File: config.mk
export PLATFORM = sky130hd
export DESIGN_NAME = seg7_scan_controller
export DESIGN_NICKNAME = d
export VERILOG_FILES = /design/src/rtl/seg7_pkg.sv /design/src/rtl/seg7_decoder.sv /design/src/rtl/seg7_scan_controller.sv
export SDC_FILE = /design/constraint.sdc
export NUM_CORES = 1
export LEC_CHECK = 0
export CAP_MARGIN = 20
export CORE_MARGIN = 4
export CORE_UTILIZATION = 40
export CTS_BUF_LIST = sky130_fd_sc_hd__clkbuf_8
export DETAILED_ROUTE_END_ITERATION = 12
export HOLD_SLACK_MARGIN = 0.08
export MAX_ROUTING_LAYER = met4
export SKIP_CTS_REPAIR_TIMING = 1
export SYNTH_ARGS = -nofsm -noshare
export SYNTH_HDL_FRONTEND = slang
export SYNTH_SLANG_ARGS = --single-unit
File: constraint.sdc
create_clock -name clk_i -period 4.4 [get_ports clk_i]
set_input_delay 0.88 -clock clk_i [delete_from_list [all_inputs] [get_ports clk_i]]
set_output_delay 0.88 -clock clk_i [all_outputs]
set_load 0.02 [all_outputs]
File: src/rtl/seg7_pkg.sv
// Shared state encoding and glyph constants for the 7-segment scan path.
// Latency: none, declarations only.
// Backpressure: none, declarations only.
package seg7_pkg;

  localparam int SHIFT_WORD_W = 16;
  localparam int SEL_W        = 8;

  typedef enum logic [2:0] {
    ST_IDLE,
    ST_LOAD,
    ST_TRIG,
    ST_ACK,
    ST_DONE,
    ST_DWELL
  } scan_state_e;

  // Glyphs as {g,f,e,d,c,b,a}, bit set means segment lit.
  localparam logic [6:0] SEG_0     = 7'h3F;
  localparam logic [6:0] SEG_1     = 7'h06;
  localparam logic [6:0] SEG_2     = 7'h5B;
  localparam logic [6:0] SEG_3     = 7'h4F;
  localparam logic [6:0] SEG_4     = 7'h66;
  localparam logic [6:0] SEG_5     = 7'h6D;
  localparam logic [6:0] SEG_6     = 7'h7D;
  localparam logic [6:0] SEG_7     = 7'h07;
  localparam logic [6:0] SEG_8     = 7'h7F;
  localparam logic [6:0] SEG_9     = 7'h6F;
  localparam logic [6:0] SEG_DASH  = 7'h40;
  localparam logic [6:0] SEG_BLANK = 7'h00;

endpackage

File: src/rtl/seg7_decoder.sv
// Maps one BCD value plus blank and dp flags to an {dp,g,f,e,d,c,b,a} byte.
// Latency: purely combinational.
// Backpressure: none.
module seg7_decoder
  import seg7_pkg::*;
#(
  parameter bit SEG_ACTIVE_LOW = 1'b1
) (
  input  logic [3:0] value,
  input  logic       blank,
  input  logic       dp,
  output logic [7:0] seg
);

  logic [6:0] glyph;

  // Look up the glyph; blanking hides the digit but leaves the dp untouched.
  always_comb begin
    glyph = SEG_BLANK;
    if (!blank) begin
      case (value)
        4'd0:    glyph = SEG_0;
        4'd1:    glyph = SEG_1;
        4'd2:    glyph = SEG_2;
        4'd3:    glyph = SEG_3;
        4'd4:    glyph = SEG_4;
        4'd5:    glyph = SEG_5;
        4'd6:    glyph = SEG_6;
        4'd7:    glyph = SEG_7;
        4'd8:    glyph = SEG_8;
        4'd9:    glyph = SEG_9;
        4'd10:   glyph = SEG_DASH;
        default: glyph = SEG_BLANK;
      endcase
    end
  end

  // Polarity is applied last so the dp bit is inverted along with the glyph.
  assign seg = SEG_ACTIVE_LOW ? ~{dp, glyph} : {dp, glyph};

endmodule

File: src/rtl/seg7_scan_controller.sv
// Scans NUM_DIGITS BCD digits into a 595 chain, one {select, segments} word per step.
// Latency: trigger 2 cycles after leaving IDLE; each digit then waits for the transfer plus DWELL_CYCLES.
// Backpressure: waits indefinitely for shift_busy_i to rise then fall; LEADING_ZERO_BLANK_EN blanks leading zeros.
module seg7_scan_controller
  import seg7_pkg::*;
#(
  parameter int NUM_DIGITS     = 4,
  parameter int DWELL_CYCLES   = 1000,
  parameter bit SEG_ACTIVE_LOW = 1'b1,
  parameter bit SEL_ACTIVE_LOW = 1'b1
) (
  input  logic                    clk_i,
  input  logic                    rst_ni,
  input  logic                    en_i,
  input  logic [4*NUM_DIGITS-1:0] bcd_i,
  input  logic [NUM_DIGITS-1:0]   dp_i,
  input  logic                    shift_busy_i,
  output logic                    shift_trig_o,
  output logic [SHIFT_WORD_W-1:0] shift_word_o,
  output logic                    frame_start_o
);

  localparam int               CNT_W      = (DWELL_CYCLES > 1) ? $clog2(DWELL_CYCLES) : 1;
  localparam logic [CNT_W-1:0] DWELL_LOAD = CNT_W'(DWELL_CYCLES - 1);
  localparam logic [2:0]       LAST_IDX   = 3'(NUM_DIGITS - 1);
  localparam logic [7:0]       SEL_OFF    = SEL_ACTIVE_LOW ? 8'hFF : 8'h00;
  localparam logic [7:0]       SEG_OFF    = SEG_ACTIVE_LOW ? 8'hFF : 8'h00;

  scan_state_e             state_q, state_d;
  logic [2:0]              digit_idx_q;
  logic [CNT_W-1:0]        dwell_cnt_q;
  logic [4*NUM_DIGITS-1:0] snap_bcd_q;
  logic [NUM_DIGITS-1:0]   snap_dp_q;
  logic [4*NUM_DIGITS-1:0] frame_bcd;
  logic [NUM_DIGITS-1:0]   frame_dp;
  logic [3:0]              digit_val [SEL_W];
  logic [SEL_W-1:0]        digit_dp;
  logic [SEL_W-1:0]        digit_blank;
  logic [7:0]              seg_byte;
  logic [7:0]              sel_byte;
  logic                    dwell_done;
  logic                    last_digit;

  // Digit 0 sees live inputs (snapshot being taken this cycle); later digits see the frame snapshot.
  assign frame_bcd  = (digit_idx_q == 3'd0) ? bcd_i : snap_bcd_q;
  assign frame_dp   = (digit_idx_q == 3'd0) ? dp_i  : snap_dp_q;
  assign dwell_done = (dwell_cnt_q == '0);
  assign last_digit = (digit_idx_q == LAST_IDX);

  // Pad the frame out to eight slots so the 3-bit digit index always addresses a full array.
  for (genvar g = 0; g < SEL_W; g++) begin : g_unpack
    if (g < NUM_DIGITS) begin : g_live
      assign digit_val[g] = frame_bcd[4*g +: 4];
      assign digit_dp[g]  = frame_dp[g];
    end else begin : g_pad
      assign digit_val[g] = 4'd0;
      assign digit_dp[g]  = 1'b0;
    end
  end

`ifdef LEADING_ZERO_BLANK_EN
  logic higher_nz;

  // Zero digits above the most significant nonzero digit go dark; digit 0 is always shown.
  always_comb begin
    higher_nz   = 1'b0;
    digit_blank = '0;
    for (int i = SEL_W - 1; i >= 1; i--) begin
      digit_blank[i] = !higher_nz && (digit_val[i] == 4'd0);
      higher_nz      = higher_nz || (digit_val[i] != 4'd0);
    end
  end
`else
  assign digit_blank = '0;
`endif

  seg7_decoder #(
    .SEG_ACTIVE_LOW(SEG_ACTIVE_LOW)
  ) u_decoder (
    .value(digit_val[digit_idx_q]),
    .blank(digit_blank[digit_idx_q]),
    .dp   (digit_dp[digit_idx_q]),
    .seg  (seg_byte)
  );

  // Only the current digit is selected; indices never reach unused select bits, so those stay inactive.
  assign sel_byte = SEL_ACTIVE_LOW ? ~(8'd1 << digit_idx_q) : (8'd1 << digit_idx_q);

  // Scan state register.
  always_ff @(posedge clk_i or negedge rst_ni) begin
    if (!rst_ni) state_q <= ST_IDLE;
    else         state_q <= state_d;
  end

  // Next-state: busy is only looked at in ACK and DONE, so early busy cannot skip a step.
  always_comb begin
    state_d = state_q;
    case (state_q)
      ST_IDLE:  if (en_i) state_d = ST_LOAD;
      ST_LOAD:  state_d = ST_TRIG;
      ST_TRIG:  state_d = ST_ACK;
      ST_ACK:   if (shift_busy_i) state_d = ST_DONE;
      ST_DONE:  if (!shift_busy_i) state_d = ST_DWELL;
      ST_DWELL: if (dwell_done) state_d = en_i ? ST_LOAD : ST_IDLE;
      default:  state_d = ST_IDLE;
    endcase
  end

  // Pulses decoded straight from the state so each lasts exactly one cycle.
  always_comb begin
    shift_trig_o  = (state_q == ST_TRIG);
    frame_start_o = (state_q == ST_LOAD) && (digit_idx_q == 3'd0);
  end

  // Frame snapshot and output word, both captured in LOAD and held until the next LOAD.
  always_ff @(posedge clk_i or negedge rst_ni) begin
    if (!rst_ni) begin
      snap_bcd_q   <= '0;
      snap_dp_q    <= '0;
      shift_word_o <= {SEL_OFF, SEG_OFF};
    end else if (state_q == ST_LOAD) begin
      if (digit_idx_q == 3'd0) begin
        snap_bcd_q <= bcd_i;
        snap_dp_q  <= dp_i;
      end
      shift_word_o <= {sel_byte, seg_byte};
    end
  end

  // Dwell countdown and digit advance; dropping en_i restarts the next scan from digit 0.
  always_ff @(posedge clk_i or negedge rst_ni) begin
    if (!rst_ni) begin
      digit_idx_q <= 3'd0;
      dwell_cnt_q <= '0;
    end else begin
      case (state_q)
        ST_DONE: if (!shift_busy_i) dwell_cnt_q <= DWELL_LOAD;
        ST_DWELL: begin
          if (dwell_done) begin
            if (!en_i || last_digit) digit_idx_q <= 3'd0;
            else                     digit_idx_q <= digit_idx_q + 3'd1;
          end else begin
            dwell_cnt_q <= dwell_cnt_q - 1'b1;
          end
        end
        default: ;
      endcase
    end
  end

endmodule

Word-level counts from Yosys, hierarchy flattened
Memory sizes are Yosys's and may differ from the RTL's.
Index checks and enable logic that the tools add are counted.
{"block": "word_totals", "regBits": 52, "mem_bits_ro": 120, "input_bits": 24, "out_inout_bits": 18, "n_memories": 2}
{"name": "(name not given)", "words": 16, "width": 7, "read_ports": 1, "rd_clocked_by_memory_dff": 0, "write_ports": 0, "line": "seg7_decoder.sv:21", "source": "case (value)"}
{"name": "(name not given)", "words": 8, "width": 1, "read_ports": 1, "rd_clocked_by_memory_dff": 0, "write_ports": 0, "line": "seg7_scan_controller.sv:81", "source": ".blank(digit_blank[digit_idx_q]),"}
{"block": "classes", "n_addsub": 2, "n_lt_le_gt_ge": 2, "eq_ne": 11, "shift": 1, "mux": 19, "bitwise_logic": 3, "n_reduce_logical": 10}
{"op": "$mux 10", "n": 2}
{"op": "$pmux 10 s2", "n": 1}
{"op": "$pmux 3 s6", "n": 1}
{"op": "$mux 16", "n": 1}
{"op": "$not 8->8", "n": 2}
{"op": "$mux 3", "n": 5}
{"op": "$bmux 4 s3", "n": 1}
{"op": "$mux 4", "n": 3}
{"op": "$logic_not 10->1", "n": 1}
{"op": "$ne 2x2->1 const B", "n": 5}
{"op": "$sub 10x1->10 const B", "n": 1}
{"op": "$eq 3x2->1 const B", "n": 3}
{"op": "$shl 1x3->8 const A", "n": 1}
{"op": "$mux 7", "n": 1}
{"op": "$eq 3x3->1 const B", "n": 2}
{"op": "$logic_not 3->1", "n": 2}
{"op": "$ge 4x4->1 const B", "n": 1}
{"op": "$lt 3x4->1 const B", "n": 1}
{"op": "$not 3->4", "n": 1}
{"op": "$reduce_and 4->1", "n": 1}
{"op": "$add 3x1->3 const B", "n": 1}
{"op": "$bmux 1 s3", "n": 1}
{"op": "$eq 3x1->1 const B", "n": 1}
{"op": "$mux 1", "n": 3}
{"op": "other kinds (6)", "n": 6}

Longest topological paths before layout
An unclocked memory read counts as a cell.
{"block": "depth", "ltp_word": 8, "depth_mapped": 14, "mapped_depth_nobuf": 11}

Cells and area by module
Synthesis repeated with hierarchy kept, for this count alone.
{"block": "hier_totals", "cells_unflattened": 290, "hier_area_um2": 2925.3}
{"mod": "seg7_scan_controller", "n_inst": 1, "cells_per_inst": 255, "area_per_inst_um2": 2693.8, "seq_area_each_um2": 1321.3}
{"mod": "seg7_decoder", "n_inst": 1, "cells_per_inst": 35, "area_per_inst_um2": 231.5, "seq_area_each_um2": 0.0}

Least setup slack after synthesis
No wires, ideal clock.
{"block": "synth_timing", "path_type": "register -> register", "start": "register digit_idx_q[0]", "end": "register shift_word_o[3]", "arrival_ns": 2.866, "path_slack_ns": 1.444, "path_stages_with_launch": 12, "n_path_buf": 3, "synth_period_minus_slack_ns": 2.956, "path_cell_list": "dfrtp_1 > clkbuf_1 > inv_1 > ha_1 > buf_6 > nand2b_4 > buf_6 > mux4_2 > o221a_4 > ha_1 > nand2_1 > a211oi_1"}
{"block": "synth_between", "elab_chain_cells": 8}
{"element": "start, declared", "line": "seg7_scan_controller.sv:30", "source": "logic [2:0] digit_idx_q;"}
{"element": "start signal, assigned", "line": "seg7_scan_controller.sv:141", "source": "else digit_idx_q <= digit_idx_q + 3'd1;"}
{"element": "$logic_not 3->1", "line": "seg7_scan_controller.sv:45", "source": "assign frame_bcd = (digit_idx_q == 3'd0) ? bcd_i : snap_bcd_q;"}
{"element": "$mux 16"}
{"element": "$bmux 4 s3", "line": "seg7_scan_controller.sv:80", "source": ".value(digit_val[digit_idx_q]),"}
{"element": "$mux 4 (implied by the code) (2 in a row)", "line": "seg7_scan_controller.sv:80"}
{"element": "$mem_v2 16x7"}
{"element": "$mux 7 *", "line": "seg7_decoder.sv:20", "source": "if (!blank) begin"}
{"element": "$not 8->8 *", "line": "seg7_decoder.sv:39", "source": "assign seg = SEG_ACTIVE_LOW ? ~{dp, glyph} : {dp, glyph};"}
{"element": "end signal, assigned", "line": "seg7_scan_controller.sv:120", "source": "shift_word_o <= {SEL_OFF, SEG_OFF};"}
{"element": "end signal, assigned", "line": "seg7_scan_controller.sv:126", "source": "shift_word_o <= {sel_byte, seg_byte};"}
{"element": "end, declared", "line": "seg7_scan_controller.sv:19", "source": "output logic [SHIFT_WORD_W-1:0] shift_word_o,"}
Every way passes the cells marked *; elsewhere a longest branch is shown, timed or not. The select of a mux whose other input is x is not followed.
A chain may end at the register's enable or synchronous reset.

Worst setup path after layout
{"block": "layout_timing", "start": "register digit_idx_q[0]", "end": "output port frame_start_o"}
{"block": "layout_between", "elab_chain_cells": 2}
{"element": "$logic_not 3->1", "line": "seg7_scan_controller.sv:112", "source": "frame_start_o = (state_q == ST_LOAD) && (digit_idx_q == 3'd0);"}
{"element": "$logic_and 1x1->1", "line": "seg7_scan_controller.sv:112"}
{"element": "end, declared", "line": "seg7_scan_controller.sv:20", "source": "output logic frame_start_o"}
Every way passes these cells.

==> summary.md <==
| Metric | Value |
|---|---|
| Number of antenna repair diodes | `0` |
| CP Class | `reg -> out` |
| Unrepaired setup endpoints after global routing | `no` |
| Outcome | `complete, no violations` |
| Pwr dens | `272 nW/um2` |
| Most common flop cell mapped by yosys | `sky130_fd_sc_hd__dfrtp_1` |
| Drt pass-1 iters | `4` |
| Leading cell type in the layout, fill and taps excluded | `sky130_fd_sc_hd__nand2_1` |
| P_sw | `0.255 mW` |
| Layout cell share with drive strength beyond 1 | `12.6%` |
| Area occupied by multi-input gates | `about 1500 um2` |
| Average footprint of a synthesized cell | `9.50 um2` |
| Sequential cell fraction of total power | `between 50 and 60%` |
| Core area | `6910 um2` |
| Hold Path Origin | `shift_word_o[1]` |
| Slew Limit Fails | `0` |
| Final ANT Viol Nets | `0` |
| Cts bufs inserted | `5` |
| Overall global routing resource usage | `15.9%` |
| Net count after synthesis | `340` |
| Final instance area | `between 3000 and 4000 um2` |
| Number of cells traversed by the worst register-to-register path | `8` |
| Beginning of the worst register-to-register path | `digit_idx_q[0]` |
| Number of max-capacitance violations reported | `0` |
| Root cell of the clock tree | `sky130_fd_sc_hd__clkbuf_8` |
| Hold Path End | `shift_word_o[1]` |
| Minimum setup slack among reg-to-reg paths | `between 1 and 1.5 ns` |
| X dimension of the die | `92.8 um` |
| Layout filler cell count | `about 680` |
| Highest-count cells in the layout ignoring fill and taps | `sky130_fd_sc_hd__nand2_1, sky130_fd_sc_hd__clkdlybuf4s50_1, sky130_fd_sc_hd__dfrtp_1` |
| Synth-to-Final Area Change | `19.9%` |
| Static power due to leakage | `~1.5 nW` |
| Proportion of power drawn by the clock network | `just under 30%` |
| Die height | `92.8 um` |
| Shortest period the worst path allows | `3.41 ns` |
| Weighted congestion reported at the end of routability-driven placement | `between 0.7 and 0.8` |
| Wire length after detailed routing | `6130 um` |
| Clock latency on the worst-skew pair | `0.31 ns` |
| Number of register bits inferred by synthesis | `52` |
| Hold Vio Cnt, Final | `0` |
| Cell internal pwr | `0.685 mW` |
| Half-perimeter wire length after placement | `4570 um` |
| Overall via count from detail_route | `2,228` |
| EDFF count, synth | `0` |
| Element type at the critical path start | `flip-flop` |
| Count of clock tree sinks | `52` |
| Worst hold slack across all endpoints | `between 0.4 and 0.5 ns` |
| Total die area | `8620 um2` |
| Initial cell density of the core | `approximately two fifths` |
| Summed negative setup slack over all endpoints | `0 ns` |
| Total congestion overflow after global routing | `0` |
| Critical Path End Type | `primary output` |
| CTS Buffer Depth | `2` |
| Count of nets after finishing | `around 380` |
| Synthesis warning total | `0` |
| Required time at the endpoint of the critical path | `3.52 ns` |
| Post-detailed-route DRC marker count | `0` |
| Clock-pin transition on the worst setup and hold timing paths | `approximately 0.1 ns` |
| Asr flop ratio synth | `100%` |
| Fraction of power spent switching nets | `27.1%` |
| Number of levels in the clock H-tree | `2` |
| Largest net degree at the start of global routing | `29` |
| TritonCTS clock tree | `done` |
| Relative slew slack | `54.7%` |
| Port buffer count | `41` |
| Worst hold path stage count | `2` |
| Tcrit/Tclk final | `77.5%` |
| CP Max Fanout | `14` |
| Worst reg2reg endpoint | `shift_word_o[3]` |
| Post-synthesis sequential area ratio | `45.9%` |
| DRC violation total after the first TritonRoute iteration | `83` |
| Kind of path behind the tightest hold check | `reg -> reg` |
| FF+latch area | `1320 um2` |
| Pin slew with the least headroom to its limit | `0.673 ns` |
| Setup Skew | `0.0134 ns` |
| Instance count of the mapped netlist | `303` |
| Arr. time, crit path | `2.53 ns` |
| Final setup violation count | `0` |
| Number of unique standard cell types used by synthesis | `44` |
| Vias/cell | `approximately 5.1` |
| Achievable Freq | `0.293 GHz` |
| Number of placed I/O pins | `42` |
| Detailed-route wire length per cell | `14.0 um` |
| Via count of the first global-routing pass | `about 2,200` |
| Comb pwr share | `about an eighth` |
| Post-detailed-placement cell area | `3370 um2` |
| Initial antenna violation count | `0` |
| Number of cell rows | `30` |
| Worst-case vdd ir drop | `about 0.12 mV` |
| Synthesized area | `2880 um2` |
| Wire length of the first global-routing pass | `about 11,000 um` |
[cells by family (layout without fill, tap and decap cells)]
kind of cell	after synthesis	after routing	share of synthesized area [%]
multiplexers	19	19	8.61
XOR/XNOR	7	7	2.13
AO/OA/AOI/OAI	49	49	12.4
adder cells (fa/ha/maj)	13	13	5.65
flip-flops	52	52	45.9
buffers and inverters	24	62	3.74
AND/OR/NAND/NOR	139	139	21.6
[registers in the layout, indices dropped and copies added, names as in the netlist]
name	flops
snap_dp_q	4
snap_bcd_q	16
dwell_cnt_q	10
digit_idx_q	3
shift_word_o	16
state_q	3
[power groups by stage]
stage	clock, mW	sequential, mW	combinational [mW]
floorplan	0	0.547	0.0773
global placement	0	0.555	0.123
detailed placement	0	0.554	0.126
CTS	0.284	0.546	0.125
global route	0.301	0.554	0.144
finish	0.271	0.546	0.124
[critical path: stages, from the launching register on]
cell	delay [ns]
sky130_fd_sc_hd__dfrtp_1	0.58
sky130_fd_sc_hd__inv_1	0.28
sky130_fd_sc_hd__ha_1	0.45
sky130_fd_sc_hd__nand3_1	0.20
sky130_fd_sc_hd__inv_1	0.11
sky130_fd_sc_hd__clkdlybuf4s50_1	0.60
[layer usage]
| layer | GRT usage (%) | part of all wire (%) | vias up |
|---|---|---|---|
| met5 | - | 0 | - |
| li1 | - | - | 1115 |
| met3 | 2.76 | 3.3 | 6 |
| met4 | 5.13 | 1.4 | 0 |
| met1 | 23.4 | 53 | 1072 |
| met2 | 22.1 | 42 | 35 |
[final cells by class]
| cell class | count | area share (%) |
|---|---|---|
| inverter | 9 | 0.978 |
| tap | 96 | 3.48 |
| timing repair buffer | 45 | 12.6 |
| clock buffer | 5 | 1.99 |
| multi-input combinational | 227 | 42.1 |
| clock inverter | 3 | 0.543 |
| sequential | 52 | 38.3 |
[synth_stat cells, drive strengths merged, types with 2 or more instances]
cell type  count  share of area, %
dfstp         16                15
xnor2          2              0.61
o31ai          2              0.52
ha            13               5.6
a221o          2              0.70
nor2          29               3.8
dfrtp         36                31
nand4b         4               1.2
mux2i         12               4.2
or3            2              0.43
mux4           4               3.1
inv            9               1.2
a221oi         3               1.7
clkbuf        11               1.4
mux2           3               1.3
nand3          5              0.87
a21o           4               1.0
and3           2              0.43
nand2         79                10
a31oi          6               1.3
a211oi         7               1.8
xor2           5               1.5
nor4           2              0.96
nor2b          4              0.87
a21oi          8               1.4
nand2b         4               1.1
o21ai         12               2.1
buf            4               1.1
nor3           5              0.87
[worst max path at each step]
stage	slack [ns]	endpoint	depth (start not counted)	startpoint
3_5_place_dp	1.29	shift_word_o[3]	8	digit_idx_q[0]
3_3_place_gp	1.38	shift_word_o[3]	8	digit_idx_q[0]
6_report	0.99	frame_start_o	5	digit_idx_q[0]
5_1_grt	0.86	frame_start_o	5	digit_idx_q[0]
2_1_floorplan	1.44	shift_word_o[3]	11	digit_idx_q[0]
4_1_cts	0.97	frame_start_o	5	digit_idx_q[0]
[per-stage QoR]
stage               total power, mW  utilization (%)  cells  worst slack, ns
finish                        0.941             50.0    437            0.988
global route                  0.999             50.0    437            0.860
CTS                           0.956             50.0    437            0.972
detailed placement            0.680             48.7    429             1.29
global placement              0.678             48.7    429             1.38
floorplan                     0.624                -    303             1.44
Note: power is estimated with default switching activity, not from simulation.
